File: src/rtl/ack_responder.sv
// Responder side of the read/write/ack handshake: services one access against a
// small register file and returns a one-cycle ack. Optional stall input under ACK_RESPONDER_STALL_EN.
module ack_responder #(
  parameter int AW      = 4,
  parameter int DW      = 8,
  parameter int LATENCY = 3
) (
  input  logic          clk,
  input  logic          reset,
  input  logic          read,
  input  logic          write,
`ifdef ACK_RESPONDER_STALL_EN
  input  logic          stall,
`endif
  input  logic [AW-1:0] addr,
  input  logic [DW-1:0] wdata,
  output logic          ack,
  output logic [DW-1:0] rdata,
  output logic          busy,
  output logic          err
);

  typedef enum logic [1:0] {IDLE, WAIT, ACK} state_t;

  // The accepting edge counts as the first of LATENCY edges; WAIT exits on cnt==0.
  localparam logic [3:0] CNT_LOAD = (LATENCY >= 2) ? 4'(LATENCY - 2) : 4'd0;

  state_t          state, state_next;
  logic [3:0]      cnt, cnt_next;
  logic            holdoff;
  logic            op_wr;
  logic [AW-1:0]   addr_q;
  logic [DW-1:0]   wdata_q;
  logic [DW-1:0]   mem [2**AW];

  logic            both, req_one, req_held, stall_w;
  logic            accept, commit;
  logic            commit_wr;
  logic [AW-1:0]   commit_addr;
  logic [DW-1:0]   commit_data;
  logic            ack_next, err_next;

  assign both     = read & write;
  assign req_one  = read ^ write;
  assign req_held = op_wr ? write : read;

`ifdef ACK_RESPONDER_STALL_EN
  assign stall_w = stall;
`else
  assign stall_w = 1'b0;
`endif

  always_ff @(posedge clk) begin
    if (reset) begin
      state   <= IDLE;
      cnt     <= '0;
      holdoff <= 1'b0;
      op_wr   <= 1'b0;
      addr_q  <= '0;
      wdata_q <= '0;
      ack     <= 1'b0;
      err     <= 1'b0;
      rdata   <= '0;
      mem     <= '{default: '0};
    end else begin
      state   <= state_next;
      cnt     <= cnt_next;
      holdoff <= (state == ACK);
      ack     <= ack_next;
      err     <= err_next;
      if (accept) begin
        op_wr   <= write;
        addr_q  <= addr;
        wdata_q <= wdata;
      end
      if (commit && commit_wr) begin
        mem[commit_addr] <= commit_data;
      end
      if (commit && !commit_wr) begin
        rdata <= mem[commit_addr];
      end
    end
  end

  always_comb begin
    state_next = state;
    cnt_next   = cnt;
    accept     = 1'b0;
    commit     = 1'b0;
    case (state)
      IDLE: begin
        // holdoff swallows the request the requester still shows right after ACK
        if (!holdoff && req_one) begin
          accept = 1'b1;
          if (LATENCY == 1) begin
            state_next = ACK;
            commit     = 1'b1;
          end else begin
            state_next = WAIT;
            cnt_next   = CNT_LOAD;
          end
        end
      end
      WAIT: begin
        if (both || !req_held) begin
          state_next = IDLE;
        end else if (stall_w) begin
          state_next = WAIT;
        end else if (cnt == 4'd0) begin
          state_next = ACK;
          commit     = 1'b1;
        end else begin
          cnt_next = cnt - 4'd1;
        end
      end
      ACK:     state_next = IDLE;
      default: state_next = IDLE;
    endcase
  end

  // A LATENCY==1 access commits straight from IDLE, so it uses the live inputs.
  always_comb begin
    busy        = (state != IDLE);
    ack_next    = (state_next == ACK);
    err_next    = both;
    commit_wr   = (state == IDLE) ? write : op_wr;
    commit_addr = (state == IDLE) ? addr  : addr_q;
    commit_data = (state == IDLE) ? wdata : wdata_q;
  end

endmodule

File: config.mk
export PLATFORM = sky130hd
export DESIGN_NAME = ack_responder
export DESIGN_NICKNAME = d
export VERILOG_FILES = /design/src/rtl/ack_responder.sv
export SDC_FILE = /design/constraint.sdc
export NUM_CORES = 1
export LEC_CHECK = 0
export ABC_AREA = 1
export BUFFER_PORTS_ARGS = -buffer_cell sky130_fd_sc_hd__clkbuf_2
export CAP_MARGIN = 20
export CELL_PAD_IN_SITES_DETAIL_PLACEMENT = 0
export CELL_PAD_IN_SITES_GLOBAL_PLACEMENT = 1
export CORE_MARGIN = 5
export CORE_UTILIZATION = 30
export CTS_BUF_LIST = sky130_fd_sc_hd__clkbuf_4
export CTS_CLUSTER_DIAMETER = 100
export DETAILED_ROUTE_END_ITERATION = 16
export GPL_TIMING_DRIVEN = 1
export PLACE_DENSITY_LB_ADDON = 0.1
export SLEW_MARGIN = 25
export SYNTH_ARGS = -nofsm -noshare
export SYNTH_HDL_FRONTEND = slang
export SYNTH_SLANG_ARGS = --single-unit
File: constraint.sdc
create_clock -name clk -period 2.5 [get_ports clk]
set_clock_uncertainty 0.05 [all_clocks]
set_input_delay 0.375 -clock clk [delete_from_list [all_inputs] [get_ports clk]]
set_output_delay 0.375 -clock clk [all_outputs]
set_load 0.05 [all_outputs]
==> flow_summary.toml, run 1 <==
[run_status]
outcome = "finished clean"

[hold_path]
min_path_type = "in -> reg"
min_to = "wdata_q[7]$_SDFFE_PP0P_"
worstHoldPathCells = 3
hold_start = "wdata[7]"

[pwr]
peakVddDrop_uv = 239
p_leak_nw = 3.51
p_total_mw = 5.06
powerDensity_nw_per_um2 = 584

[setup_path]
path_class = "reg -> reg"
r2r_start = "state[0]$_SDFF_PP0_"
reg2reg_depth = 9
start_kind = "flop"
crit_path_max_fanout = 13
r2r_end = "mem[40]$_SDFFE_PP0P_"
crit_required_ps = 2890
r2r_slack_ps = 200
arrival_ps = 2690
worstSetupEndpointType = "flop"

[yosys]
seq_area_frac_synth_pct = 42.1
synthCells = 1136
ys_ff_latch = 158
synth_ff_type = "dfxtp_1"
syn_nets = 1155
synth.distinct_cells = 28
synth-edff-count = 0
syn_avg_cell_area_sq_um = 6.61
yosysWarningCount = 0
syn_area_sq_um = 7510
async_flop_share_pct = 0

[layout]
num-fill-cells = 2760
fin_nets = 1201
regArea_sq_um = 3160
multi_input_area_sq_um = 3960
fin_util_pct = 35.4
stdcell_count = 1520
drive_gt1_share_pct = 13.1
final_area_sq_um = 8670
synthToLayoutAreaGrowth_pct = 15.5

[die]
die_y_um = 168
num_io_pins = 27
core_sq_um = 24500
die_w_um = 168
start_util_pct = 30.7
die_area_sq_um = 28300
rows = 57

[sta]
tightest_slew_ps = 813
drv_slew = 0
tns_ps = 0
fin_ws_ps = 200
timing.hold.ws_ps = 51.3
max_clock_freq_ghz = 0.435
setup_viol = 0
min_period_over_period_pct = 92.0
slew_headroom_pct = 45.8
hold_viol_final = 0
rsz0062_at_grt = "no"
period_minus_slack_ps = 2300

[clock_tree]
htreeDepth = 4
clk_latency_ps = 590
clock-root-buffer = "clkbuf_4"
cts_made_buffers = 17
cts_tree = "built"
clk_pin_slew_ps = 160
cts_sinks = 158
ctsLongestPathBuffers = 2

[route]
drt_pre_antenna_iters = 4
via_per_inst = 4.76
drc = 0
wl_um = 26400
via_count = 7242
drtIter0Drc = 440
antenna_left = 0
wl_per_cell_um = 17.4

[global_routing]
gr-total-overflow = 0
grt_max_degree = 136
grt_pass1_vias = 6889
grt_pass1_wl_um = 40700
grt.total_usage_pct = 18.5
antenna_found_initial = 1

[placement]
pre_cts_slack_ps = -14.9
place_inst = 1462
place_area_sq_um = 8160
hpwlAfterDp_um = 16800
port_buffers = 26
place_congestion = 0.836

[job]
max_cap_violations = 0
-- worst max-delay path by stage --
stage	start	endpoint	slack (ps)	cells past startpoint
final	state[0]$_SDFF_PP0_	mem[40]$_SDFFE_PP0P_	200	9
after global routing	cnt[0]$_SDFFE_PP0P_	mem[95]$_SDFFE_PP0P_	3	11
after CTS	cnt[0]$_SDFFE_PP0P_	mem[113]$_SDFFE_PP0P_	20	11
after detailed placement	write	mem[114]$_SDFFE_PP0P_	-10	10
after global placement	read	mem[15]$_SDFFE_PP0P_	10	10
after floorplan	state[0]$_SDFF_PP0_	mem[55]$_SDFFE_PP0P_	360	9
-- routing by layer --
layer	track usage, %	vias to the layer above	share of wire, %
met4	3.49	0	0.91
li1	-	3747	-
met3	3.17	13	3.5
met1	26.7	3365	49
met2	29.4	117	46
met5	0	-	0
-- repair_timing --
item / 4_1_cts / 5_1_grt
resized for setup: 0 / 1
endpoints found under the hold margin: 11 / 0
hold buffers: 11 / 0
setup endpoints to repair: 0 / 100
setup buffers: 0 / 14
-- synthesized netlist by cell type (2+ instances only) --
cell type	n	share of area [%]
ha_1	3	0.50
nand4_1	8	0.67
buf_2	16	1.1
clkbuf_1	42	2.1
nand2_2	3	0.25
dfxtp_1	158	42
o21ai_1	15	1.0
nor2_1	30	1.5
nand3_1	100	6.7
a21oi_1	130	8.7
nand2_1	535	27
inv_2	12	0.60
nor3_4	15	3.3
nand2_4	2	0.30
o21ai_0	21	1.4
nor3_1	2	0.13
o21ai_2	2	0.23
inv_1	29	1.5
buf_1	3	0.15
nor2_4	2	0.30
-- critical path: stages, from the launching register on --
cell,delay (ps)
dfxtp_1,440
nor2_4,80
buf_12,150
buf_4,130
o21ai_2,280
nand2_2,240
nor3_4,450
inv_2,180
nand2_1,100
a21oi_1,60
-- flip-flops by register name (all words and copies together), names as in the netlist --
| name | count |
|---|---|
| cnt | 4 |
| rdata | 8 |
| err | 1 |
| op_wr | 1 |
| wdata_q | 8 |
| state | 2 |
| ack | 1 |
| addr_q | 4 |
| holdoff | 1 |
| mem | 128 |
-- power by group --
| group | internal [mW] | switching [mW] |
|---|---|---|
| clock network | 0.407 | 1.05 |
| registers | 2.56 | 0.0199 |
| logic | 0.245 | 0.782 |
| total | 3.22 | 1.85 |
-- placed cells by master (no fill, tap or decap), types with 2 or more instances in the layout --
cell	n
clkinv_4	3
o21ai_1	6
dlygate4sd3_1	11
clkbuf_2	25
nor3_4	15
nor3_1	2
clkinv_2	2
inv_1	29
o21ai_2	10
buf_12	8
dfxtp_1	158
nand4_1	8
nand2_2	3
ha_1	3
nand2_1	535
clkinv_1	3
nand2_4	2
clkbuf_4	17
clkinvlp_4	3
nor2_4	2
buf_4	46
nand3_1	100
a21oi_1	130
inv_8	2
inv_2	11
nor2_1	30
inv_6	3
o21ai_0	21
-- kinds of logic (layout without fill, tap and decap cells) --
logic type,Yosys count,after routing,share of synthesized area [%]
buf+inv,104,163,5.62
compound gates,170,170,11.5
other cells,0,1,0
flops,158,158,42.1
fa+ha+maj,3,3,0.500
simple gates,701,701,40.3
-- layout make-up --
| class | count | area share [%] |
|---|---|---|
| diodes | 1 | 0.0289 |
| clock buffers | 17 | 1.47 |
| clock inverters | 15 | 1.31 |
| inverters | 41 | 1.79 |
| multi-input cells | 874 | 45.7 |
| flip-flops and latches | 158 | 36.5 |
| well taps | 324 | 4.68 |
| repair buffers | 90 | 8.54 |
Power figures use the tool's default switching activity.
==> run 2, diff against run 1 <==
Settings changed: CORE_UTILIZATION 30 to 46, SLEW_MARGIN 25 to 20.
==> flow_summary.toml, run 2 (synthesis results as in run 1) <==
[run_status]
outcome = "finished clean"

[clock_tree]
htreeDepth = 4
cts_made_buffers = 17
clk_pin_slew_ps = 140
clk_latency_ps = 580
clock-root-buffer = "clkbuf_4"
cts_sinks = 158
cts_tree = "built"
ctsLongestPathBuffers = 2

[die]
die_y_um = 138
die_w_um = 138
die_area_sq_um = 19000
core_sq_um = 15900
num_io_pins = 27
start_util_pct = 47.1
rows = 46

[layout]
fin_nets = 1185
final_cell_mix = "nand2_1 (535), dfxtp_1 (158), a21oi_1 (130)"
drive_gt1_share_pct = 11.4
synthToLayoutAreaGrowth_pct = 11.9
largest_reg_flops = 128
reg_top3 = "mem x128, rdata x8, wdata_q x8"
layout_commonest_cell = "nand2_1"
regMostFlops = "mem"

[placement]
port_buffers = 26
place_congestion = 0.806
hpwlAfterDp_um = 14000
pre_cts_slack_ps = 155

[setup_path]
cpPeakStageDelay_ps = 370
crit_required_ps = 2890
crit_top_cell = "nand2_1"
crit_path_max_fanout = 15
path_buf_inv = 3
path_class = "reg -> reg"
worstSetupEndpointType = "flop"
reg2reg_depth = 12
r2r_end = "mem[42]$_SDFFE_PP0P_"
arrival_ps = 2660
start_kind = "flop"
r2r_start = "cnt[0]$_SDFFE_PP0P_"
startpoint = "cnt[0]$_SDFFE_PP0P_"
crit_family = "simple AND/OR/NAND/NOR gates"
path_cells = "inv_1, ha_1, nand2_1, nor2_1, nand2_1, nor2_1, nand2_4, buf_4, nor3_4, inv_2, nand2_1, a21oi_1"
cp_slowest_cell = "nor3_4"
r2r_slack_ps = 230

[global_routing]
grt_pass1_vias = 6627
gr-total-overflow = 0
grt.total_usage_pct = 24.3
grt_pass1_wl_um = 35900
antenna_found_initial = 1
grt_max_degree = 80

[route]
drt_pre_antenna_iters = 8
via_per_inst = 5.12
drtIter0Drc = 619
antenna_left = 0
via_count = 7148
drc = 0
wl_um = 22300
wl_per_cell_um = 16.0

[sta]
slew_headroom_pct = 59.5
tns_ps = 0
setup_viol = 0
period_minus_slack_ps = 2270
drv_slew = 0
min_period_over_period_pct = 90.7
tightest_slew_ps = 607
timing.hold.ws_ps = 68.0
hold_viol_final = 0
rsz0062_at_grt = "no"
fin_ws_ps = 232
max_clock_freq_ghz = 0.441

[pwr]
p_leak_nw = 3.45
peakVddDrop_uv = 522
powerDensity_nw_per_um2 = 630
p_total_mw = 5.29

[job]
max_cap_violations = 0

[hold_path]
hold_start = "wdata[7]"
min_to = "wdata_q[7]$_SDFFE_PP0P_"
worstHoldPathCells = 3
min_path_type = "in -> reg"
-- run 2: routing by layer --
| layer | up-vias | GRT usage, % | wire, um |
|---|---|---|---|
| met5 | - | 0 | 0 |
| met4 | 0 | 6.04 | 252 |
| met2 | 155 | 37.6 | 10100 |
| met1 | 3253 | 35.5 | 10900 |
| li1 | 3717 | - | - |
| met3 | 23 | 3.87 | 1050 |
-- run 2: per-stage QoR --
stage | cell area [sq um] | util (%) | instances
finish | 8400 | 52.7 | 1396
global route | 8400 | 52.7 | 1396
CTS | 8340 | 52.3 | 1389
detailed placement | 7900 | 49.6 | 1346
global placement | 7900 | 49.6 | 1346
floorplan | 7510 | - | 1136
-- run 2: area by class of cell --
type | instances | area, sq um
Antenna cell | 1 | 2.50
Clock buffer | 18 | 135
Clock inverter | 14 | 190
Fill cell | 1674 | 7540
Inverter | 41 | 154
Multi-Input combinational cell | 874 | 3930
Sequential cell | 158 | 3160
Tap cell | 216 | 270
Timing Repair Buffer | 74 | 558
-- run 2: worst reg2reg max path, cell delays in order (launching register included) --
cell and delay (ps):
dfxtp_1 340, inv_1 90, ha_1 150, nand2_1 50
nor2_1 110, nand2_1 70, nor2_1 230, nand2_4 70
buf_4 270, nor3_4 380, inv_2 160, nand2_1 100
a21oi_1 60
-- run 2: power by group --
part | total, mW | leakage [nW] | internal, mW | switching, mW
clock | 1.76 | 0.174 | 0.806 | 0.952
combinational | 0.949 | 2.00 | 0.209 | 0.740
sequential | 2.58 | 1.28 | 2.56 | 0.0204
total | 5.29 | 3.45 | 3.58 | 1.71
-- run 2: timing repair --
item                       in CTS  in global routing
setup endpoints to repair       0                 18
gates resized for setup         0                  0
setup buffers                   0                  6
hold buffers                   11                  0
hold endpoints to repair       11                  0
-- run 2: how the worst max path moves through the flow --
stage	endpoint	cells past startpoint
2_1_floorplan	mem[55]$_SDFFE_PP0P_	9
3_3_place_gp	mem[8]$_SDFFE_PP0P_	10
3_5_place_dp	mem[12]$_SDFFE_PP0P_	10
4_1_cts	mem[72]$_SDFFE_PP0P_	11
5_1_grt	mem[70]$_SDFFE_PP0P_	11
6_report	mem[42]$_SDFFE_PP0P_	12
==> run 3, diff against run 2 <==
Settings changed: BUFFER_PORTS_ARGS -buffer_cell sky130_fd_sc_hd__clkbuf_2 to not set, CORE_UTILIZATION 46 to 47, DONT_BUFFER_PORTS set to 1.
==> flow_summary.toml, run 3 (synthesis results as in run 1) <==
[run_status]
outcome = "complete, but fails checks"
violations = "hold timing"

[placement]
hpwlAfterDp_um = 14500
place_congestion = 0.821
port_buffers = 0
place_area_sq_um = 7740

[route]
drc = 0
drt_pre_antenna_iters = 5
wl_um = 22800
drtIter0Drc = 584
via_count = 7206
wl_per_cell_um = 16.7
antenna_left = 0
via_per_inst = 5.25

[hold_path]
worstHoldPathCells = 1
min_path_type = "in -> reg"

[setup_path]
path_class = "reg -> reg"
start_kind = "flop"
worstSetupEndpointType = "flop"
cpPeakStageDelay_ps = 430
cp_slowest_cell = "nand4_1"
crit_top_cell = "nand2_1"
path_cells = "inv_1, ha_1, nand2_1, nor2_1, nand2_1, nor2_1, nand2_4, inv_2, nand4_1, nand2_1, a21oi_1"
reg2reg_depth = 11
crit_required_ps = 2920
arrival_ps = 2680
crit_path_max_fanout = 18

[die]
rows = 46
start_util_pct = 47.6
die_area_sq_um = 18600
core_sq_um = 15800
num_io_pins = 27
die_y_um = 136
die_w_um = 136

[clock_tree]
htreeDepth = 4
cts_made_buffers = 17
clk_latency_ps = 570
clk_pin_slew_ps = 120
holdBufCountCts = 19
clock-root-buffer = "clkbuf_4"
cts_tree = "built"
ctsLongestPathBuffers = 2
cts_sinks = 158

[sta]
setup_viol = 0
min_period_over_period_pct = 90.6
drv_slew = 0
period_minus_slack_ps = 2260
max_clock_freq_ghz = 0.442
tns_ps = 0
timing.hold.ws_ps = -194
slew_headroom_pct = 60.5
rsz0062_at_grt = "no"
hold_viol_final = 128
tightest_slew_ps = 591

[layout]
layout_commonest_cell = "nand2_1"
final_area_sq_um = 8200
fin_nets = 1161
largest_reg_flops = 128
synthToLayoutAreaGrowth_pct = 9.30
drive_gt1_share_pct = 8.59
num-fill-cells = 1709
multi_input_area_sq_um = 3930
regArea_sq_um = 3160
final_cell_mix = "nand2_1 (535), dfxtp_1 (158), a21oi_1 (130)"
regMostFlops = "mem"
reg_top3 = "mem x128, rdata x8, wdata_q x8"

[global_routing]
gr-total-overflow = 0
antenna_found_initial = 1
grt.total_usage_pct = 25.6
grt_pass1_wl_um = 37200
grt_max_degree = 137
grt_pass1_vias = 6797

[job]
max_cap_violations = 0

[pwr]
p_leak_nw = 3.31
peakVddDrop_uv = 330
powerDensity_nw_per_um2 = 603
==> run 3: cell count changes in the layout (fill, tap and decap cells not counted), moves of 3 or more <==
| cell | previous run | this run |
|---|---|---|
| buf_12 | 3 | 0 |
| clkbuf_4 | 18 | 21 |
| dlygate4sd3_1 | 11 | 19 |
| clkinv_1 | 1 | 4 |
| buf_4 | 35 | 31 |
| clkbuf_2 | 25 | 0 |
==> run 3: critical path: cells and delay by family (launching register included) <==
kind	cells	cell delay, ps
fa+ha+maj	1	150
compound gates	1	70
flops	1	340
buf+inv	2	380
simple gates	7	1160
==> run 3: power by group <==
part           switching, mW  internal [mW]  total, mW
sequential            0.0485           2.56       2.61
combinational          0.658          0.188      0.846
clock                  0.877          0.613       1.49
==> run 3: final cells by class <==
| cell class | count | area share (%) |
|---|---|---|
| Tap cell | 216 | 3.29 |
| Inverter | 41 | 1.88 |
| Sequential cell | 158 | 38.6 |
| Clock buffer | 21 | 1.92 |
| Clock inverter | 9 | 1.17 |
| Antenna cell | 3 | 0.0915 |
| Timing Repair Buffer | 50 | 5.15 |
| Multi-Input combinational cell | 874 | 47.9 |
==> run 3: per-stage QoR <==
stage / util [%] / std cells / power, mW / hold WS, ps / worst slack, ps
floorplan: - / 1136 / 3.23 / 380 / 358
global placement: 49.1 / 1318 / 3.48 / 393 / 291
detailed placement: 49.1 / 1318 / 3.48 / 396 / 258
CTS: 51.9 / 1367 / 4.98 / -227 / 221
global route: 52.0 / 1372 / 5.16 / -235 / 9.57
finish: 52.0 / 1372 / 4.95 / -194 / 236
==> run 3: final timing paths <==
path | end | startpoint | slack, ps
worst max-delay path | mem[71]$_SDFFE_PP0P_ | cnt[0]$_SDFFE_PP0P_ | 240
worst min-delay path | mem[75]$_SDFFE_PP0P_ | reset | -190
worst max register to register | mem[71]$_SDFFE_PP0P_ | cnt[0]$_SDFFE_PP0P_ | 240
worst min register to register | mem[76]$_SDFFE_PP0P_ | mem[76]$_SDFFE_PP0P_ | 410
==> run 3: timing repair <==
action,in CTS,in global routing
endpoints found under the setup margin,0,5
resized for setup,0,0
setup buffers,0,2
hold endpoints to repair,147,128
==> run 3: metal layers <==
metal	vias up	track usage (%)	part of all wire (%)
li1	3673	-	-
met1	3341	36.8	47
met2	177	40.5	47
met3	15	4.40	5.3
met4	0	5.26	0.72
met5	-	0	0
